## config.mk

```make
export PLATFORM = sky130hd
export DESIGN_NAME = uart2stream
export DESIGN_NICKNAME = d
export VERILOG_FILES = /design/src/rtl/uart2stream_pkg.sv /design/src/rtl/uart2stream_bitcnt.sv /design/src/rtl/uart2stream.sv
export SDC_FILE = /design/constraint.sdc
export NUM_CORES = 1
export LEC_CHECK = 0
export ABC_AREA = 1
export ABC_CLOCK_PERIOD_IN_PS = 2100
export BUFFER_PORTS_ARGS = -buffer_cell sky130_fd_sc_hd__buf_2
export CAP_MARGIN = 20
export CORE_MARGIN = 5
export CORE_UTILIZATION = 25
export DETAILED_ROUTE_END_ITERATION = 8
export PLACE_DENSITY = 0.36
export SLEW_MARGIN = 10
export SYNTH_ARGS = -nofsm -noshare
export SYNTH_HDL_FRONTEND = slang
export SYNTH_SLANG_ARGS = --single-unit
```

## constraint.sdc

```tcl
create_clock -name clk -period 2.1 [get_ports clk]
set_clock_uncertainty 0.2 [all_clocks]
set_input_delay 0.105 -clock clk [delete_from_list [all_inputs] [get_ports clk]]
set_output_delay 0.105 -clock clk [all_outputs]
set_load 0.005 [all_outputs]
```

## src/rtl/uart2stream_pkg.sv

```systemverilog
// Shared definitions for the UART <-> byte-stream link.
//  - RX / TX FSM state encodings
//  - Serial frame length (start + 8 data + stop)
//  - Counter width helper for bit-time down-counters
package uart2stream_pkg;

  typedef enum logic [2:0] {
    RxIdle,
    RxStart,
    RxData,
    RxStop,
    RxBrk
  } rx_state_e;

  typedef enum logic [1:0] {
    TxIdle,
    TxShift,
    TxGap
  } tx_state_e;

  localparam int unsigned FRAME_BITS = 10;

  // Width needed for a down-counter that must hold the value div itself.
  function automatic int unsigned cnt_width(input int unsigned div);
    return $clog2(div + 1);
  endfunction

endpackage

```

## src/rtl/uart2stream_bitcnt.sv

```systemverilog
// Loadable bit-time down-counter with an expiry strobe.
// Ports:
//  clk, rst      clock, asynchronous active-high reset
//  i_en          count enable
//  i_load        load i_load_val (wins over counting)
//  i_load_val    value to load
//  o_expire      1-cycle strobe on the last cycle of a period; counter reloads RELOAD
module uart2stream_bitcnt #(
  parameter int unsigned WIDTH  = 6,
  parameter int unsigned RELOAD = 48
) (
  input  logic             clk,
  input  logic             rst,
  input  logic             i_en,
  input  logic             i_load,
  input  logic [WIDTH-1:0] i_load_val,
  output logic             o_expire
);

  logic [WIDTH-1:0] r_cnt;

  // Expiry at 1 (not 0) so a period of N cycles needs a reload value of exactly N.
  assign o_expire = i_en & (r_cnt <= WIDTH'(1));

  always_ff @(posedge clk or posedge rst) begin
    if (rst) begin
      r_cnt <= WIDTH'(RELOAD);
    end else if (i_load) begin
      r_cnt <= i_load_val;
    end else if (o_expire) begin
      r_cnt <= WIDTH'(RELOAD);
    end else if (i_en) begin
      r_cnt <= r_cnt - WIDTH'(1);
    end
  end

endmodule

```

## src/rtl/uart2stream.sv

```systemverilog
// Host-side UART link for the Wishbone bridge command port.
//  RX: 8N1 deserialiser presenting a valid/ready byte stream.
//  TX: 8N1 serialiser for response bytes, with optional idle gap after the last byte.
// Ports:
//  clk, rst                         clock, asynchronous active-high reset
//  i_uart_rx / o_uart_tx            serial line in (async) / out
//  o_rx_data, o_rx_valid, i_rx_ready   received byte stream
//  i_tx_data, i_tx_last, i_tx_valid, o_tx_ready   byte stream to transmit
//  o_rx_idle                        1-cycle pulse once the line idles IDLE_BITS bit-times
//  o_stat_frame_err, o_stat_overflow   sticky error flags, cleared by i_stat_clr
module uart2stream
  import uart2stream_pkg::*;
#(
  parameter int unsigned DIV       = 48,
  parameter int unsigned TX_GAP    = 0,
  parameter int unsigned IDLE_BITS = 20
) (
  input  logic       clk,
  input  logic       rst,
  input  logic       i_uart_rx,
  output logic       o_uart_tx,
  output logic [7:0] o_rx_data,
  output logic       o_rx_valid,
  input  logic       i_rx_ready,
  input  logic [7:0] i_tx_data,
  input  logic       i_tx_last,
  input  logic       i_tx_valid,
  output logic       o_tx_ready,
  output logic       o_rx_idle,
  output logic       o_stat_frame_err,
  output logic       o_stat_overflow,
  input  logic       i_stat_clr
);

  localparam int unsigned CNT_W   = cnt_width(DIV);
  localparam int unsigned IDLE_W  = (IDLE_BITS > 0) ? $clog2(IDLE_BITS + 1) : 1;
  localparam int unsigned GAP_W   = (TX_GAP > 0) ? $clog2(TX_GAP + 1) : 1;
  localparam bit          IDLE_EN = (IDLE_BITS != 0);

  // ---------------------------------------------------------------- RX sync
  logic       r_rx_meta, r_rx_sync, r_rx_prev;
  logic [1:0] r_flush;
  logic       r_line_ok;
  logic       w_fall;

  // r_line_ok only rises once a real (post-reset) high has been seen, so a line
  // held low through reset cannot fake a falling edge from the reset values.
  always_ff @(posedge clk or posedge rst) begin
    if (rst) begin
      r_rx_meta <= 1'b1;
      r_rx_sync <= 1'b1;
      r_rx_prev <= 1'b1;
      r_flush   <= 2'b00;
      r_line_ok <= 1'b0;
    end else begin
      r_rx_meta <= i_uart_rx;
      r_rx_sync <= r_rx_meta;
      r_rx_prev <= r_rx_sync;
      r_flush   <= {r_flush[0], 1'b1};
      if (r_flush[1] && r_rx_sync) r_line_ok <= 1'b1;
    end
  end

  assign w_fall = r_line_ok & r_rx_prev & ~r_rx_sync;

  // ---------------------------------------------------------------- RX FSM
  rx_state_e  r_rx_state, w_rx_state_nxt;
  logic [2:0] r_rx_bit;
  logic [7:0] r_rx_shift;
  logic       w_rx_exp, w_rx_load, w_byte_done, w_frame_err;

  assign w_rx_load   = (r_rx_state == RxIdle) & w_fall;
  assign w_byte_done = (r_rx_state == RxStop) & w_rx_exp & r_rx_sync;
  assign w_frame_err = (r_rx_state == RxStop) & w_rx_exp & ~r_rx_sync;

  // Free-running in idle so its strobe also paces the idle detector.
  uart2stream_bitcnt #(
    .WIDTH (CNT_W),
    .RELOAD(DIV)
  ) u_rx_cnt (
    .clk       (clk),
    .rst       (rst),
    .i_en      (1'b1),
    .i_load    (w_rx_load),
    .i_load_val(CNT_W'(DIV / 2)),
    .o_expire  (w_rx_exp)
  );

  always_comb begin
    w_rx_state_nxt = r_rx_state;
    case (r_rx_state)
      RxIdle:  if (w_fall) w_rx_state_nxt = RxStart;
      RxStart: if (w_rx_exp) w_rx_state_nxt = r_rx_sync ? RxIdle : RxData;
      RxData:  if (w_rx_exp && (r_rx_bit == 3'd7)) w_rx_state_nxt = RxStop;
      RxStop:  if (w_rx_exp) w_rx_state_nxt = r_rx_sync ? RxIdle : RxBrk;
      RxBrk:   if (r_rx_sync) w_rx_state_nxt = RxIdle;
      default: w_rx_state_nxt = RxIdle;
    endcase
  end

  always_ff @(posedge clk or posedge rst) begin
    if (rst) begin
      r_rx_state <= RxIdle;
      r_rx_bit   <= 3'd0;
      r_rx_shift <= 8'h00;
    end else begin
      r_rx_state <= w_rx_state_nxt;
      if ((r_rx_state == RxStart) && w_rx_exp) r_rx_bit <= 3'd0;
      if ((r_rx_state == RxData) && w_rx_exp) begin
        r_rx_shift <= {r_rx_sync, r_rx_shift[7:1]};
        r_rx_bit   <= r_rx_bit + 3'd1;
      end
    end
  end

  // ---------------------------------------------------------------- RX output + status
  logic [7:0] r_rx_data;
  logic       r_rx_valid, r_frame_err, r_overflow;
  logic       w_ovf_set;

  assign w_ovf_set = w_byte_done & r_rx_valid & ~i_rx_ready;

  always_ff @(posedge clk or posedge rst) begin
    if (rst) begin
      r_rx_data   <= 8'h00;
      r_rx_valid  <= 1'b0;
      r_frame_err <= 1'b0;
      r_overflow  <= 1'b0;
    end else begin
      if (w_byte_done) begin
        r_rx_data  <= r_rx_shift;
        r_rx_valid <= 1'b1;
      end else if (r_rx_valid && i_rx_ready) begin
        r_rx_valid <= 1'b0;
      end
      r_frame_err <= w_frame_err | (r_frame_err & ~i_stat_clr);
      r_overflow  <= w_ovf_set | (r_overflow & ~i_stat_clr);
    end
  end

  // ---------------------------------------------------------------- idle detect
  logic [IDLE_W-1:0] r_idle_cnt, w_idle_inc;
  logic              r_idle_armed, r_rx_idle, w_idle_tick;

  assign w_idle_inc  = r_idle_cnt + IDLE_W'(1);
  assign w_idle_tick = IDLE_EN & (r_rx_state == RxIdle) & w_rx_exp & r_rx_sync & ~w_fall;

  always_ff @(posedge clk or posedge rst) begin
    if (rst) begin
      r_idle_cnt   <= '0;
      r_idle_armed <= 1'b0;
      r_rx_idle    <= 1'b0;
    end else begin
      r_rx_idle <= 1'b0;
      if (w_rx_load) begin
        r_idle_cnt <= '0;
      end else if (w_idle_tick && (r_idle_cnt != IDLE_W'(IDLE_BITS))) begin
        r_idle_cnt <= w_idle_inc;
        if ((w_idle_inc == IDLE_W'(IDLE_BITS)) && r_idle_armed) begin
          r_rx_idle    <= 1'b1;
          r_idle_armed <= 1'b0;
        end
      end
      if (w_byte_done) r_idle_armed <= IDLE_EN;
    end
  end

  // ---------------------------------------------------------------- TX
  tx_state_e        r_tx_state, w_tx_state_nxt;
  logic             r_tx_line, r_tx_last;
  logic [8:0]       r_tx_frame;
  logic [3:0]       r_tx_bit;
  logic [GAP_W-1:0] r_gap_cnt;
  logic             w_tx_exp, w_tx_accept, w_tx_end_bit;

  assign w_tx_accept  = i_tx_valid & (r_tx_state == TxIdle);
  assign w_tx_end_bit = (r_tx_bit == 4'(FRAME_BITS - 1));

  uart2stream_bitcnt #(
    .WIDTH (CNT_W),
    .RELOAD(DIV)
  ) u_tx_cnt (
    .clk       (clk),
    .rst       (rst),
    .i_en      (r_tx_state != TxIdle),
    .i_load    (w_tx_accept),
    .i_load_val(CNT_W'(DIV)),
    .o_expire  (w_tx_exp)
  );

  always_comb begin
    w_tx_state_nxt = r_tx_state;
    case (r_tx_state)
      TxIdle:  if (w_tx_accept) w_tx_state_nxt = TxShift;
      TxShift: begin
        if (w_tx_exp && w_tx_end_bit) begin
          w_tx_state_nxt = (r_tx_last && (TX_GAP > 0)) ? TxGap : TxIdle;
        end
      end
      TxGap:   if (w_tx_exp && (r_gap_cnt == GAP_W'(TX_GAP - 1))) w_tx_state_nxt = TxIdle;
      default: w_tx_state_nxt = TxIdle;
    endcase
  end

  // r_tx_frame holds the bits still to go out; the start bit is driven directly.
  always_ff @(posedge clk or posedge rst) begin
    if (rst) begin
      r_tx_state <= TxIdle;
      r_tx_line  <= 1'b1;
      r_tx_last  <= 1'b0;
      r_tx_frame <= '1;
      r_tx_bit   <= 4'd0;
      r_gap_cnt  <= '0;
    end else begin
      r_tx_state <= w_tx_state_nxt;
      if (w_tx_accept) begin
        r_tx_line  <= 1'b0;
        r_tx_frame <= {1'b1, i_tx_data};
        r_tx_last  <= i_tx_last;
        r_tx_bit   <= 4'd0;
        r_gap_cnt  <= '0;
      end else if ((r_tx_state == TxShift) && w_tx_exp && !w_tx_end_bit) begin
        r_tx_line  <= r_tx_frame[0];
        r_tx_frame <= {1'b1, r_tx_frame[8:1]};
        r_tx_bit   <= r_tx_bit + 4'd1;
      end else if ((r_tx_state == TxGap) && w_tx_exp) begin
        r_gap_cnt <= r_gap_cnt + GAP_W'(1);
      end
    end
  end

  // ---------------------------------------------------------------- outputs
  assign o_uart_tx        = r_tx_line;
  assign o_tx_ready       = (r_tx_state == TxIdle);
  assign o_rx_data        = r_rx_data;
  assign o_rx_valid       = r_rx_valid;
  assign o_rx_idle        = r_rx_idle;
  assign o_stat_frame_err = r_frame_err;
  assign o_stat_overflow  = r_overflow;

endmodule
```

Yosys cells after proc, flatten, opt, wreduce, memory -nomap -nowiden
Index checks and enable logic that the tools add are counted.
{ "totals": {"output_inout_bits": 14, "in_bits": 15, "elab_cells": 138, "register_bits": 67} }
{ "op_classes": {"bitwise_logic": 21, "n_reduce_logical": 28, "eq_ne": 20, "mux": 39, "n_addsub": 6, "n_lt_le_gt_ge": 2} }
{ "op_table": {"columns": ["cell", "count"], "rows": [
  ["6-bit two-way mux", 5],
  ["3-bit two-way mux", 8],
  ["9-bit two-way mux", 2],
  ["2-bit != test, second input constant", 8],
  ["2-bit nonzero test", 8],
  ["1-bit bitwise AND", 15],
  ["3-bit case mux with 5 select lines", 1],
  ["1-bit two-way mux", 14],
  ["6-bit by 1-bit less-or-equal comparator with 1-bit output, second input constant", 2],
  ["1-bit logical AND", 12],
  ["6-bit by 1-bit subtractor with 6-bit output, second input constant", 2],
  ["5-bit two-way mux", 2],
  ["2-bit two-way mux", 4],
  ["4-bit two-way mux", 2],
  ["3-bit by 2-bit equality test with 1-bit output, second input constant", 2],
  ["3-bit equality test, second input constant", 2],
  ["2-bit case mux with 3 select lines", 1],
  ["3-bit AND reduction", 2],
  ["5-bit by 1-bit adder with 5-bit output, second input constant", 1],
  ["5-bit equality test, second input constant", 1],
  ["5-bit != test, second input constant", 1],
  ["5-bit AND reduction", 1],
  ["4-bit by 1-bit adder with 4-bit output, second input constant", 1],
  ["4-bit equality test, second input constant", 1],
  ["other kinds (13)", 18]
]} }

Longest topological paths before layout
{ "depth": {"word_depth": 8, "ltp_mapped": 10} }

By module
Synthesis repeated with hierarchy kept, for this count alone.
{ "hier_totals": {"cells_unflattened": 385, "hier_area_um2": 3369.5} }
{ "modules_own_cells": {"columns": ["mod", "seq_area_each_um2", "instances", "area_each_um2", "cells_per_inst"], "rows": [
  ["uart2stream", 1316.3, 1, 2431.1, 263],
  ["uart2stream_bitcnt", 152.6, 2, 469.2, 61]
]} }

Least setup slack after synthesis
Ideal clock, no wire load.
{ "synth_path": {"path_type": "register to register", "startpoint": "register u_rx_cnt.r_cnt[0]", "endpoint": "register r_rx_data[0] (netlist: o_rx_data[0])", "stages_incl_launch_ff": 11, "path_buffers": 1, "arrival_time_ns": 1.378, "synth_period_minus_slack_ns": 1.694, "setup_slack_ns": 0.406, "cell_sequence": "dfrtp_1 inv_1 ha_1 inv_1 a21oi_2 nand2_4 nor2_4 nand2_4 buf_6 nand2_1 nand2_1"} }
{ "synth_via": {"elab_chain_len": 3} }
{ "synth_rtl": {"columns": ["item", "line_no", "text"], "rows": [
  ["start, declared", "uart2stream_bitcnt.sv:20", "logic [WIDTH-1:0] r_cnt;"],
  ["start signal, assigned", "uart2stream_bitcnt.sv:27", "r_cnt <= WIDTH'(RELOAD);"],
  ["start signal, assigned", "uart2stream_bitcnt.sv:29", "r_cnt <= i_load_val;"],
  ["start signal, assigned", "uart2stream_bitcnt.sv:31", "r_cnt <= WIDTH'(RELOAD);"],
  ["6-bit by 1-bit less-or-equal comparator with 1-bit output", "uart2stream_bitcnt.sv:23", "assign o_expire = i_en & (r_cnt <= WIDTH'(1));"],
  ["1-bit bitwise AND (2 in series)", "uart2stream.sv:73", "assign w_byte_done = (r_rx_state == RxStop) & w_rx_exp & r_rx_sync;"],
  ["end signal, assigned", "uart2stream.sv:131", "r_rx_data <= r_rx_shift;"],
  ["end, declared", "uart2stream.sv:117", "logic [7:0] r_rx_data;"]
]} }
No other way between the ends.
A chain may end at the register's enable or synchronous reset.

Final worst setup path
{ "layout_path": {"startpoint": "register u_rx_cnt.r_cnt[0]", "endpoint": "register r_rx_shift[4]"} }
{ "layout_via": {"elab_chain_len": 2} }
{ "layout_rtl": {"columns": ["item", "line_no", "text"], "rows": [
  ["6-bit by 1-bit less-or-equal comparator with 1-bit output", "uart2stream_bitcnt.sv:23", null],
  ["1-bit logical AND", "uart2stream.sv:109", "if ((r_rx_state == RxData) && w_rx_exp) begin"],
  ["end signal, assigned", "uart2stream.sv:110", "r_rx_shift <= {r_rx_sync, r_rx_shift[7:1]};"],
  ["end, declared", "uart2stream.sv:69", "logic [7:0] r_rx_shift;"]
]} }
No other way between the ends.

==> impl_metrics.py <==
metrics = {
    "status": {
        "status": "finished clean",
    },
    "timing": {
        "setup_viol": 0,
        "drv_slew": 0,
        "fin_tns_setup_ns": 0,
        "hold_slack_ns": 0.146,
        "setup_ws_ns": 0.235,
        "hold_viol": 0,
        "min_period_ns": 1.86,
        "fin_crit_sh_pct": 88.8,
        "rsz0062_at_grt": "false",
        "fmax_ghz": 0.536,
    },
    "critical_path": {
        "crit_fanout": 19,
        "slowest_stage": "dfrtp_1",
        "path_cells": "inv_1 > ha_1 > inv_1 > a21oi_2 > nand2_4 > clkinv_2 > nand3_4 > nand2_1 > o21ai_2",
        "cpPeakStageDelay_ns": 0.40,
        "cpMostUsedCell": "inv_1",
        "crit_path_end_kind": "register",
        "crit_path_end": "r_rx_shift[4]",
        "rr_worst_depth": 9,
        "worstPathRequired_ns": 2.11,
        "path_class": "register to register",
        "startpoint_type": "register",
        "timing.rr.end": "r_rx_shift[4]",
        "r2r-start": "u_rx_cnt.r_cnt[0]",
        "arrival_ns": 1.87,
        "rrSetupSlack_ns": 0.24,
        "critPathLaunch": "u_rx_cnt.r_cnt[0]",
    },
    "clock_network": {
        "cts_tree": "built",
        "htreeDepth": 3,
        "cts_made_buffers": 9,
        "clkSlewWorstSetupHoldPaths_ns": 0.06,
        "clk_path_buf_depth": 2,
        "clock_latency_ns": 0.32,
        "cts-root-buf": "clkbuf_16",
        "clock_sinks": 64,
    },
    "global_route": {
        "antenna_found_initial": 0,
        "grt_pass1_vias": 2383,
        "grt_max_degree": 38,
        "grt_first_pass_wirelength_um": 11100,
        "grt-ovfl-total": 0,
        "grt_usage_pct": 9.36,
    },
    "floorplanning": {
        "core_area_mm2": 0.0122,
        "die_h_um": 122,
        "rows": 40,
        "die_area_mm2": 0.0149,
        "start_util_pct": 25.7,
        "die_w_um": 122,
        "io_pins": 29,
    },
    "routing": {
        "wl_per_cell_um": 10.8,
        "vias": 2293,
        "drt-total-wl_um": 6110,
        "first_pass_iters": 4,
        "via_per_inst": 4.07,
        "initialDrtViolationCount": 123,
        "post-route-drc-count": 0,
        "drtAntennaViolNets": 0,
    },
    "synthesis": {
        "yosys-top-cells-area": "dfrtp_1, dfstp_2, nand2_1, nand3_1, inv_1",
        "synth_ff_type": "dfrtp_1",
        "synth_nets": 366,
        "synth_edf_count": 0,
        "synth.distinct_cells": 37,
        "netlist_instances": 340,
        "yosysMostFrequentCell": "nand2_1",
        "ys_ff_latch": 64,
        "synth_top_area_cell": "dfrtp_1",
        "yosysWarnings": 0,
        "syn_area_per_cell_um2": 9.21,
        "synth_area_mm2": 0.00313,
        "async_reset_ff_share_pct": 100,
        "synth_seq_area_share_pct": 51.8,
        "synth_top_cell_area_share_pct": 38.4,
        "synthTopCellsByCount": "nand2_1, nand3_1, dfrtp_1",
    },
    "placement": {
        "placed_cells": 535,
        "hpwlAfterDp_um": 4200,
        "io_buffer_count": 27,
        "placed_area_mm2": 0.00347,
        "place_ws_ns": 0.207,
        "gp_congestion": 0.743,
    },
    "pwr": {
        "powerDensity_mw_per_mm2": 1130,
        "leakage_nw": 1.89,
        "design_power_total_mw": 4.43,
        "clkPwrFrac_pct": 33.6,
        "switching_power_mw": 1.43,
        "vdd_drop_max_mv": 0.571,
        "power.share.sequential_pct": 42.4,
        "switching_share_pct": 32.2,
        "comb_power_share_pct": 24.1,
        "internal_power_mw": 3.00,
    },
    "finish": {
        "fin_util_pct": 32.1,
        "fin_nets": 417,
        "num-fill-cells": 1296,
        "drive_above_1_share_pct": 25.3,
        "num_antenna_cells": 0,
        "final_cells": 564,
        "fin_area_mm2": 0.00390,
        "syn_to_final_growth_pct": 24.7,
    },
    "job": {
        "cap_viol_max_count": 0,
    },
    "worst_hold_path": {
        "hold_path.class": "register to register",
    },
}
[registers in the layout, indices dropped and copies added (netlist names), 2 cells and up]
register,flops
r_rx_state,3
o_rx_data,8
r_rx_shift,8
r_idle_cnt,5
r_tx_bit,4
r_tx_frame,8
r_rx_bit,3
u_tx_cnt.r_cnt,6
r_flush,2
u_rx_cnt.r_cnt,6
[cells in the final DEF (no fill, tap or decap), drive strengths merged]
cell         Yosys  layout
buf              5      33
nand4            5       5
nor2            23      23
xnor2            2       2
a21oi            5       5
or2              2       2
nand3b           2       2
clkbuf           1      11
dfstp           16      16
inv             43      43
bufinv           0       1
a21o             1       1
nand2           80      80
xor2             5       5
ha              11      11
conb             1       1
o22ai            2       2
nor3             4       4
a22o             1       1
dlygate4sd3      0      13
clkinv           2       5
nand3           52      52
o21ai           29      29
clkinvlp         0       1
dfrtp           48      48
[area by class of cell]
cell class	instances	area, um^2	area share [%]
Multi-Input combinational cell	225	1290	33.1
Timing Repair Buffer	46	310	7.95
Tap cell	168	210	5.38
Inverter	45	170	4.36
Sequential cell	64	1620	41.5
Clock buffer	11	243	6.22
Clock inverter	5	56.3	1.44
[metal layers]
metal	vias to the layer above	part of all wire, %	routed length, um	global-route usage [%]
met5	-	0	0	0
li1	1202	-	-	-
met3	7	4.2	256	3.53
met4	0	1.2	71	3.15
met1	1047	50	3040	11.7
met2	37	45	2740	14.9
[power groups by stage]
stage | registers [mW] | clock network (mW) | logic, mW
2_1_floorplan | 1.84 | 0 | 0.878
3_3_place_gp | 1.90 | 0 | 1.06
3_5_place_dp | 1.89 | 0 | 1.07
4_1_cts | 1.88 | 1.55 | 1.09
5_1_grt | 1.93 | 1.61 | 1.26
6_report | 1.88 | 1.49 | 1.07
[critical path: cells and delay by family, from the launching register on]
kind / cells / cell delay [ns]
fa+ha+maj: 1 / 0.16
simple gates: 3 / 0.48
flops: 1 / 0.40
buf+inv: 3 / 0.23
compound gates: 2 / 0.26
[worst min path at each step]
stage                          start      endpoint  slack (ns)  cells past startpoint
final                     r_flush[0]    r_flush[1]        0.15                      0
after global routing      r_flush[0]    r_flush[1]        0.16                      0
after CTS                 r_flush[0]    r_flush[1]        0.15                      0
after detailed placement         rst  o_rx_data[7]        0.01                      3
after global placement           rst  o_rx_data[7]       0.008                      3
after floorplan            i_uart_rx     r_rx_meta       -0.09                      0
[logic make-up (layout without fill, tap and decap cells)]
| logic type | after synthesis | in the layout | share of synthesized area [%] |
|---|---|---|---|
| buffers and inverters | 51 | 107 | 6.91 |
| adders and majority gates | 11 | 11 | 4.40 |
| AOI/OAI and AO/OA | 38 | 38 | 8.03 |
| xor gates and xnor gates | 7 | 7 | 1.96 |
| and+or+nand+nor | 168 | 168 | 26.8 |
| DFF | 64 | 64 | 51.8 |
| other | 1 | 1 | 0.120 |
[timing repair]
action,4_1_cts,5_1_grt
gates resized for setup,0,0
buffers inserted,0,0
hold endpoints to repair,61,0
hold buffers,13,0
No activity file was read; power rests on OpenSTA's default activity.
